<file path="config.mk">
export PLATFORM = sky130hd
export DESIGN_NAME = ldb_shell
export DESIGN_NICKNAME = d
export VERILOG_FILES = /design/src/rtl/ldb_pkg.sv /design/src/rtl/ldb_addr_gen.sv /design/src/rtl/ldb_shell.sv
export SDC_FILE = /design/constraint.sdc
export NUM_CORES = 1
export LEC_CHECK = 0
export BUFFER_PORTS_ARGS = -buffer_cell sky130_fd_sc_hd__buf_2
export CAP_MARGIN = 20
export CORE_MARGIN = 1
export CORE_UTILIZATION = 52
export DETAILED_ROUTE_END_ITERATION = 6
export MAX_ROUTING_LAYER = met4
export PLACE_DENSITY = 0.82
export SLEW_MARGIN = 10
export SYNTH_ARGS = -nofsm -noshare
export SYNTH_HDL_FRONTEND = slang
export SYNTH_SLANG_ARGS = --single-unit
</file>
<file path="constraint.sdc">
create_clock -name clk -period 4.9 [get_ports clk]
set_input_delay 0.49 -clock clk [delete_from_list [all_inputs] [get_ports clk]]
set_output_delay 0.49 -clock clk [all_outputs]
set_load 0.02 [all_outputs]
</file>
<file path="src/rtl/ldb_pkg.sv">
`default_nettype none
// ============================================================================
//  Module      : ldb_pkg
//  Description : Shared types and helpers for the load-buffer engine:
//                one-hot FSM encodings, burst decode and word-to-byte
//                strobe expansion.
//  Revision    : 1.0 - initial release
// ============================================================================
package ldb_pkg;

    // One-hot state encodings, exported unchanged on o_state
    typedef enum logic [4:0] {
        ST_IDLE  = 5'b00001,
        ST_LOAD  = 5'b00010,
        ST_ISSUE = 5'b00100,
        ST_DRAIN = 5'b01000,
        ST_DONE  = 5'b10000
    } ldb_state_e;

    // Beat counters must hold 1..256 (32 SMCs x 8 beats)
    localparam int c_CNT_W = 9;

    // Beats per SMC: 00=1, 01=2, 10=4, 11=8
    function automatic logic [3:0] burst_beats(input logic [1:0] brst);
        return 4'd1 << brst;
    endfunction

    // Each 32-bit word enable covers four bytes; an all-zero mask means every word
    function automatic logic [15:0] expand_word_strb(input logic [3:0] word_strb);
        logic [15:0] v;
        v = '0;
        for (int w = 0; w < 4; w++) begin
            if (word_strb[w] || (word_strb == 4'h0)) begin
                v[4*w +: 4] = 4'hF;
            end
        end
        return v;
    endfunction

endpackage
`default_nettype wire

</file>
<file path="src/rtl/ldb_addr_gen.sv">
`default_nettype none
// ============================================================================
//  Module      : ldb_addr_gen
//  Description : Read-address walker. Beats step by 16 bytes inside an SMC,
//                SMCs step by INTLV_STEP. Advances only on request handshake
//                so the presented address is held while the fabric stalls.
//  Revision    : 1.0 - initial release
// ============================================================================
module ldb_addr_gen
    import ldb_pkg::*;
#(
    parameter int ADDR_WIDTH = 32,
    parameter int INTLV_STEP = 128
) (
    input  logic                  clk,
    input  logic                  rst,
    input  logic                  i_clear,
    input  logic [ADDR_WIDTH-1:0] i_base,
    input  logic [1:0]            i_brst,
    input  logic                  i_advance,
    output logic [ADDR_WIDTH-1:0] o_addr
);

    localparam logic [ADDR_WIDTH-1:0] c_STEP       = ADDR_WIDTH'(INTLV_STEP);
    localparam logic [ADDR_WIDTH-1:0] c_BEAT_BYTES = ADDR_WIDTH'(16);

    logic [2:0]            r_beat;
    logic [ADDR_WIDTH-1:0] r_smc_addr;
    logic [ADDR_WIDTH-1:0] r_addr;
    logic [3:0]            w_last_beat;
    logic                  w_smc_end;

    assign w_last_beat = burst_beats(i_brst) - 4'd1;
    assign w_smc_end   = ({1'b0, r_beat} == w_last_beat);

    // Walk beats within an SMC, then hop to the next SMC base (wraps mod 2^ADDR_WIDTH)
    always_ff @(posedge clk) begin
        if (rst) begin
            r_beat     <= '0;
            r_smc_addr <= '0;
            r_addr     <= '0;
        end else if (i_clear) begin
            r_beat     <= '0;
            r_smc_addr <= i_base;
            r_addr     <= i_base;
        end else if (i_advance) begin
            if (w_smc_end) begin
                r_beat     <= '0;
                r_smc_addr <= r_smc_addr + c_STEP;
                r_addr     <= r_smc_addr + c_STEP;
            end else begin
                r_beat     <= r_beat + 3'd1;
                r_addr     <= r_addr + c_BEAT_BYTES;
            end
        end
    end

    assign o_addr = r_addr;

endmodule
`default_nettype wire

</file>
<file path="src/rtl/ldb_shell.sv">
`default_nettype none
// ============================================================================
//  Module      : ldb_shell
//  Description : Load-buffer engine. Accepts one load micro-instruction,
//                issues interleaved SMC read requests, and writes the
//                in-order responses into the UR file with word masking.
//  Revision    : 1.0 - initial release
// ============================================================================
module ldb_shell
    import ldb_pkg::*;
#(
    parameter int UR_ADDR_WIDTH = 11,
    parameter int ADDR_WIDTH    = 32,
    parameter int DATA_WIDTH    = 128,
    parameter int INTLV_STEP    = 128,
    parameter int MAX_OUTSTD    = 8
) (
    input  logic                     clk,
    input  logic                     rst,
    input  logic                     i_micro_inst_u_valid,
    input  logic [5:0]               i_micro_inst_u_smc_strb,
    input  logic [3:0]               i_micro_inst_u_byte_strb,
    input  logic [1:0]               i_micro_inst_u_brst,
    input  logic [ADDR_WIDTH-1:0]    i_micro_inst_u_gr_base_addr,
    input  logic [3:0]               i_micro_inst_u_ur_id,
    input  logic [UR_ADDR_WIDTH-1:0] i_micro_inst_u_ur_addr,
    output logic                     o_micro_inst_d_valid,
    output logic                     o_micro_inst_d_done,
    output logic                     o_rd_req_valid,
    input  logic                     i_rd_req_ready,
    output logic [ADDR_WIDTH-1:0]    o_rd_req_addr,
    input  logic                     i_rd_rsp_valid,
    input  logic [DATA_WIDTH-1:0]    i_rd_rsp_data,
    output logic                     o_ur_wr_en,
    output logic [3:0]               o_ur_wr_id,
    output logic [UR_ADDR_WIDTH-1:0] o_ur_wr_addr,
    output logic [DATA_WIDTH-1:0]    o_ur_wr_data,
    output logic [15:0]              o_ur_wr_strb,
    output logic [4:0]               o_state
);

    localparam int                 c_OUT_W   = $clog2(MAX_OUTSTD) + 1;
    localparam logic [c_OUT_W-1:0] c_MAX_OUT = c_OUT_W'(MAX_OUTSTD);

    ldb_state_e               r_state;
    ldb_state_e               w_state_nxt;

    // Latched instruction fields
    logic [4:0]               r_smc_last;
    logic [3:0]               r_byte_strb;
    logic [1:0]               r_brst;
    logic [ADDR_WIDTH-1:0]    r_base;
    logic [3:0]               r_ur_id;

    logic [c_CNT_W-1:0]       r_total;
    logic [c_CNT_W-1:0]       r_issued;
    logic [c_CNT_W-1:0]       r_received;
    logic [c_OUT_W-1:0]       r_outstd;
    logic [UR_ADDR_WIDTH-1:0] r_ur_ptr;

    logic                     r_d_valid;
    logic                     r_ur_wr_en;
    logic [3:0]               r_ur_wr_id;
    logic [UR_ADDR_WIDTH-1:0] r_ur_wr_addr;
    logic [DATA_WIDTH-1:0]    r_ur_wr_data;
    logic [15:0]              r_ur_wr_strb;

    logic [c_CNT_W-1:0]       w_smc_cnt;
    logic [c_CNT_W-1:0]       w_total;
    logic                     w_accept;
    logic                     w_load;
    logic                     w_req_valid;
    logic                     w_req_fire;
    logic                     w_rsp_take;
    logic                     w_last_req;
    logic                     w_done;
    logic                     w_unused;

    // SMC index bit 5 and the sub-beat address bits carry no meaning here
    assign w_unused = ^{i_micro_inst_u_smc_strb[5], i_micro_inst_u_gr_base_addr[3:0]};

    assign w_accept   = (r_state == ST_IDLE) && i_micro_inst_u_valid;
    assign w_load     = (r_state == ST_LOAD);
    assign w_smc_cnt  = {4'b0000, r_smc_last} + 9'd1;
    assign w_total    = w_smc_cnt * {5'b00000, burst_beats(r_brst)};
    assign w_last_req = (r_issued == (r_total - 9'd1));
    assign w_req_fire = w_req_valid && i_rd_req_ready;
    // A response with nothing in flight is stale (e.g. after an abort) and is dropped
    assign w_rsp_take = i_rd_rsp_valid && (r_outstd != '0);

    // State register
    always_ff @(posedge clk) begin
        if (rst) begin
            r_state <= ST_IDLE;
        end else begin
            r_state <= w_state_nxt;
        end
    end

    // Next-state and FSM-derived outputs; valid depends only on registers
    always_comb begin
        w_state_nxt = r_state;
        w_req_valid = 1'b0;
        w_done      = 1'b0;
        unique case (r_state)
            ST_IDLE: begin
                if (i_micro_inst_u_valid) begin
                    w_state_nxt = ST_LOAD;
                end
            end
            ST_LOAD: begin
                w_state_nxt = ST_ISSUE;
            end
            ST_ISSUE: begin
                w_req_valid = (r_issued < r_total) && (r_outstd < c_MAX_OUT);
                if (w_req_valid && i_rd_req_ready && w_last_req) begin
                    w_state_nxt = (r_received == r_total) ? ST_DONE : ST_DRAIN;
                end
            end
            ST_DRAIN: begin
                if (r_received == r_total) begin
                    w_state_nxt = ST_DONE;
                end
            end
            ST_DONE: begin
                w_done      = 1'b1;
                w_state_nxt = ST_IDLE;
            end
            default: begin
                w_state_nxt = ST_IDLE;
            end
        endcase
    end

    // Capture instruction fields on accept and echo a one-cycle accept pulse
    always_ff @(posedge clk) begin
        if (rst) begin
            r_smc_last  <= '0;
            r_byte_strb <= '0;
            r_brst      <= '0;
            r_base      <= '0;
            r_ur_id     <= '0;
            r_d_valid   <= 1'b0;
        end else begin
            r_d_valid <= w_accept;
            if (w_accept) begin
                r_smc_last  <= i_micro_inst_u_smc_strb[4:0];
                r_byte_strb <= i_micro_inst_u_byte_strb;
                r_brst      <= i_micro_inst_u_brst;
                r_base      <= {i_micro_inst_u_gr_base_addr[ADDR_WIDTH-1:4], 4'b0000};
                r_ur_id     <= i_micro_inst_u_ur_id;
            end
        end
    end

    // Transfer bookkeeping: total size, issued/received counts and in-flight depth
    always_ff @(posedge clk) begin
        if (rst) begin
            r_total    <= '0;
            r_issued   <= '0;
            r_received <= '0;
            r_outstd   <= '0;
        end else begin
            if (w_load) begin
                r_total    <= w_total;
                r_issued   <= '0;
                r_received <= '0;
            end else begin
                if (w_req_fire) begin
                    r_issued <= r_issued + 9'd1;
                end
                if (w_rsp_take) begin
                    r_received <= r_received + 9'd1;
                end
            end
            unique case ({w_req_fire, w_rsp_take})
                2'b10:   r_outstd <= r_outstd + 1'b1;
                2'b01:   r_outstd <= r_outstd - 1'b1;
                default: r_outstd <= r_outstd;
            endcase
        end
    end

    // Registered UR write port; entry pointer walks from ur_addr with natural wrap
    always_ff @(posedge clk) begin
        if (rst) begin
            r_ur_ptr     <= '0;
            r_ur_wr_en   <= 1'b0;
            r_ur_wr_id   <= '0;
            r_ur_wr_addr <= '0;
            r_ur_wr_data <= '0;
            r_ur_wr_strb <= '0;
        end else begin
            r_ur_wr_en <= w_rsp_take;
            if (w_accept) begin
                r_ur_ptr <= i_micro_inst_u_ur_addr;
            end else if (w_rsp_take) begin
                r_ur_ptr <= r_ur_ptr + 1'b1;
            end
            if (w_rsp_take) begin
                r_ur_wr_id   <= r_ur_id;
                r_ur_wr_addr <= r_ur_ptr;
                r_ur_wr_data <= i_rd_rsp_data;
                r_ur_wr_strb <= expand_word_strb(r_byte_strb);
            end
        end
    end

    ldb_addr_gen #(
        .ADDR_WIDTH (ADDR_WIDTH),
        .INTLV_STEP (INTLV_STEP)
    ) u_addr_gen (
        .clk       (clk),
        .rst       (rst),
        .i_clear   (w_load),
        .i_base    (r_base),
        .i_brst    (r_brst),
        .i_advance (w_req_fire),
        .o_addr    (o_rd_req_addr)
    );

    assign o_micro_inst_d_valid = r_d_valid;
    assign o_micro_inst_d_done  = w_done;
    assign o_rd_req_valid       = w_req_valid;
    assign o_ur_wr_en           = r_ur_wr_en;
    assign o_ur_wr_id           = r_ur_wr_id;
    assign o_ur_wr_addr         = r_ur_wr_addr;
    assign o_ur_wr_data         = r_ur_wr_data;
    assign o_ur_wr_strb         = r_ur_wr_strb;
    assign o_state              = r_state;

endmodule
`default_nettype wire

</file>
==> results.ini <==
[worst_setup_path]
worstPathArrival_ns=4.16
r2r_end=r_total[8]
path_depth=13
rr_worst_depth=13
critPathRequiredTime_ns=5.33
cp_common_cell=fa_1
crit_fanout=16
path_cells=nand2_1, or2_2, fa_1, fa_1, inv_1, fa_1, a21oi_1, nor2_1, nor2_1, o21ai_0, xnor2_1, nand2_1, a21oi_1
cp_top_family=adder cells
rr_startpoint=r_brst[1]
cpPeakStageDelay_ns=0.61
worst_path_max_delay_cell=dfxtp_1
crit_path_end_kind=register
crit_buf_inv=1
worstSetupPathType=reg2reg
r2r_slack_ns=1.16
crit_path_start_kind=register

[power]
switchingPower_mw=1.28
internal_power_mw=4.17
combPwrFrac=0.064
leakage_nw=7.00
switching_share=0.235
vdd_drop_max_mv=0.378
p_seq_frac=0.463
powerDensity_mw_per_mm2=324
clkPwrFrac=0.473

[finish]
drive_gt1_frac=0.224
final_area_mm2=0.0168
fin_util=0.648
regArea_mm2=0.00599
fillCellCount=2232
syn_to_final_growth_pct=22.5
fin_nets=2312
multi_input_area_mm2=0.00709

[logic_synthesis]
async_flop_share=0
yosys_most_used_dff=dfxtp_1
synth_common_cells=nand2_1, dfxtp_1, a21oi_1, clkbuf_1, nor2_1
synth-edff-count=0
synth_top_cell_by_area=dfxtp_1
synth_seq_cells=299
yosys_warnings=0
synth_top_area_frac=0.435
syn_nets=2007
synth_cell_types=61
synth_area_mm2=0.0138
ys_seq_area_frac=0.435
synth_area_per_cell_um2=7.75
synthTopCellsByArea=dfxtp_1, nand2_1, a21oi_1
synth_cells=1774
synth.most_common_cell=nand2_1

[detailed_routing]
drcViolationCount=0
drt-initial-drc-count=1088
drt-pass1-iter-count=5
vias=13500
routed_wl_um=39100
avgViaCountPerCell=5.52
wire_per_inst_um=16.0
antenna_left=0

[clock_tree]
cts_tree=done
cts_buffers=34
clkSinkCount=299
hold_buffers=0
clockBufferDepth=3
cts_root_buffer=clkbuf_16
ctsResizeCount=0
clk_transition_reported_paths_ns=0.06
clk_latency_ns=0.51
post_cts_buffers=0
cts.htree.levels=2

[global_routing]
grt_start_max_net_pins=98
grt-ovfl-total=0
grt_pass1_vias=12500
grt_usage=0.288
antenna_found_initial=5
grt_pass1_wl_um=61500

[worst_hold_path]
hold_end=r_base[21]
min_from=i_micro_inst_u_gr_base_addr[21]
hold_path_class=in2reg
hold_depth=3

[sta]
max-slew-margin-rel=0.330
setup_viol_count_final=0
fmaxAchievable_ghz=0.268
post-route-period-util=0.763
rsz0062_at_grt=false
drv_slew=0
hold_viol_final=0
finalSetupTns_ns=0
fin_ws_ns=1.16
skew_ns=0.0182
fin_crit_ns=3.74
whs_ns=0.213
worstMarginPinSlew_ns=1.00

[floorplanning]
die_area_mm2=0.0271
die_h_um=165
ios=392
die_w_um=165
rows=59
start_util=0.529
core-area_mm2=0.0260

[placement]
dp_slack_ns=1.19
place_hpwl_um=27000
place_congestion=0.941
portBuffers=386
dpl_cell_area_mm2=0.0157

[status]
status=completed

[job]
drv_cap=0

==> layout by cell type (no fill, tap or decap), types with 7 or more instances in the layout <==
cell,instances
o211ai_1,10
diode_2,7
a211oi_1,13
nor2_1,106
and3_1,18
xnor2_1,52
a21oi_1,260
nor3b_1,8
xor2_1,41
or3_1,17
a31oi_1,19
nand2_1,465
o21ai_0,47
nand4_1,22
dfxtp_1,299
clkinv_2,8
and2_1,14
ha_1,32
nand3_1,32
fa_1,9
buf_2,385
inv_1,38
clkbuf_8,7
buf_4,13
nor4_1,9
a22oi_1,17
nor3_1,23
clkbuf_16,35
==> worst register-to-register path, cell delays in order, from the launching register on <==
cell and delay [ns]:
dfxtp_1 0.61, nand2_1 0.17, or2_2 0.33, fa_1 0.53, fa_1 0.56, inv_1 0.08
fa_1 0.46, a21oi_1 0.16, nor2_1 0.05, nor2_1 0.15, o21ai_0 0.13, xnor2_1 0.19
nand2_1 0.07, a21oi_1 0.17
==> worst max-delay path by stage <==
stage	startpoint	endpoint
2_1_floorplan	r_brst[0]	r_total[8]
3_3_place_gp	r_brst[0]	r_total[8]
3_5_place_dp	r_brst[1]	r_total[8]
4_1_cts	r_brst[1]	r_total[8]
5_1_grt	r_brst[0]	r_total[8]
6_report	r_brst[1]	r_total[8]
==> per-layer routing <==
metal / track usage / vias to the layer above / share of wire
met3: 0.0535 / 104 / 0.067
met1: 0.346 / 6250 / 0.41
met2: 0.470 / 507 / 0.49
met4: 0.124 / 0 / 0.034
met5: - / - / 0
li1: - / 6626 / -
==> metrics by stage <==
stage	instances	power, mW
5_1_grt	2442	5.64
2_1_floorplan	1774	2.78
4_1_cts	2437	5.49
6_report	2444	5.46
3_5_place_dp	2378	2.93
3_3_place_gp	2377	2.91
==> power by group through the flow <==
| stage | clock network, mW | registers (mW) | logic, mW |
|---|---|---|---|
| 5_1_grt | 2.71 | 2.53 | 0.390 |
| 4_1_cts | 2.61 | 2.53 | 0.349 |
| 3_3_place_gp | 0 | 2.58 | 0.338 |
| 2_1_floorplan | 0 | 2.57 | 0.210 |
| 3_5_place_dp | 0 | 2.58 | 0.347 |
| 6_report | 2.58 | 2.53 | 0.348 |
==> state kept, by name, summed over array words and instances, names as in the netlist <==
name,count
u_addr_gen.r_beat,3
r_received,9
u_addr_gen.o_addr,29
r_brst,2
r_ur_id,4
o_ur_wr_en,1
r_outstd,4
o_micro_inst_d_valid,1
o_ur_wr_id,4
r_total,9
o_ur_wr_data,128
r_byte_strb,4
r_base,28
o_ur_wr_addr,11
u_addr_gen.r_smc_addr,28
r_smc_last,5
r_ur_ptr,11
r_issued,9
o_state,5
o_ur_wr_strb,4
==> cell type report <==
cell class                 instances  share of cell area
clock inverter                    14             0.00929
clock buffer                      45              0.0578
sequential                       299               0.355
antenna                            7             0.00104
timing repair buffer             400               0.122
inverter                          40             0.00906
multi-input combinational       1304               0.421
tap                              335              0.0249
==> cells by family after synthesis <==
family          count (synthesis)  synth area share
flops                         299             0.435
simple gates                  757             0.241
fa+ha+maj                      41            0.0422
mux                             6           0.00437
compound gates                407             0.168
buf+inv                       171            0.0508
xor+xnor                       93            0.0592
Power figures use the tool's default switching activity.
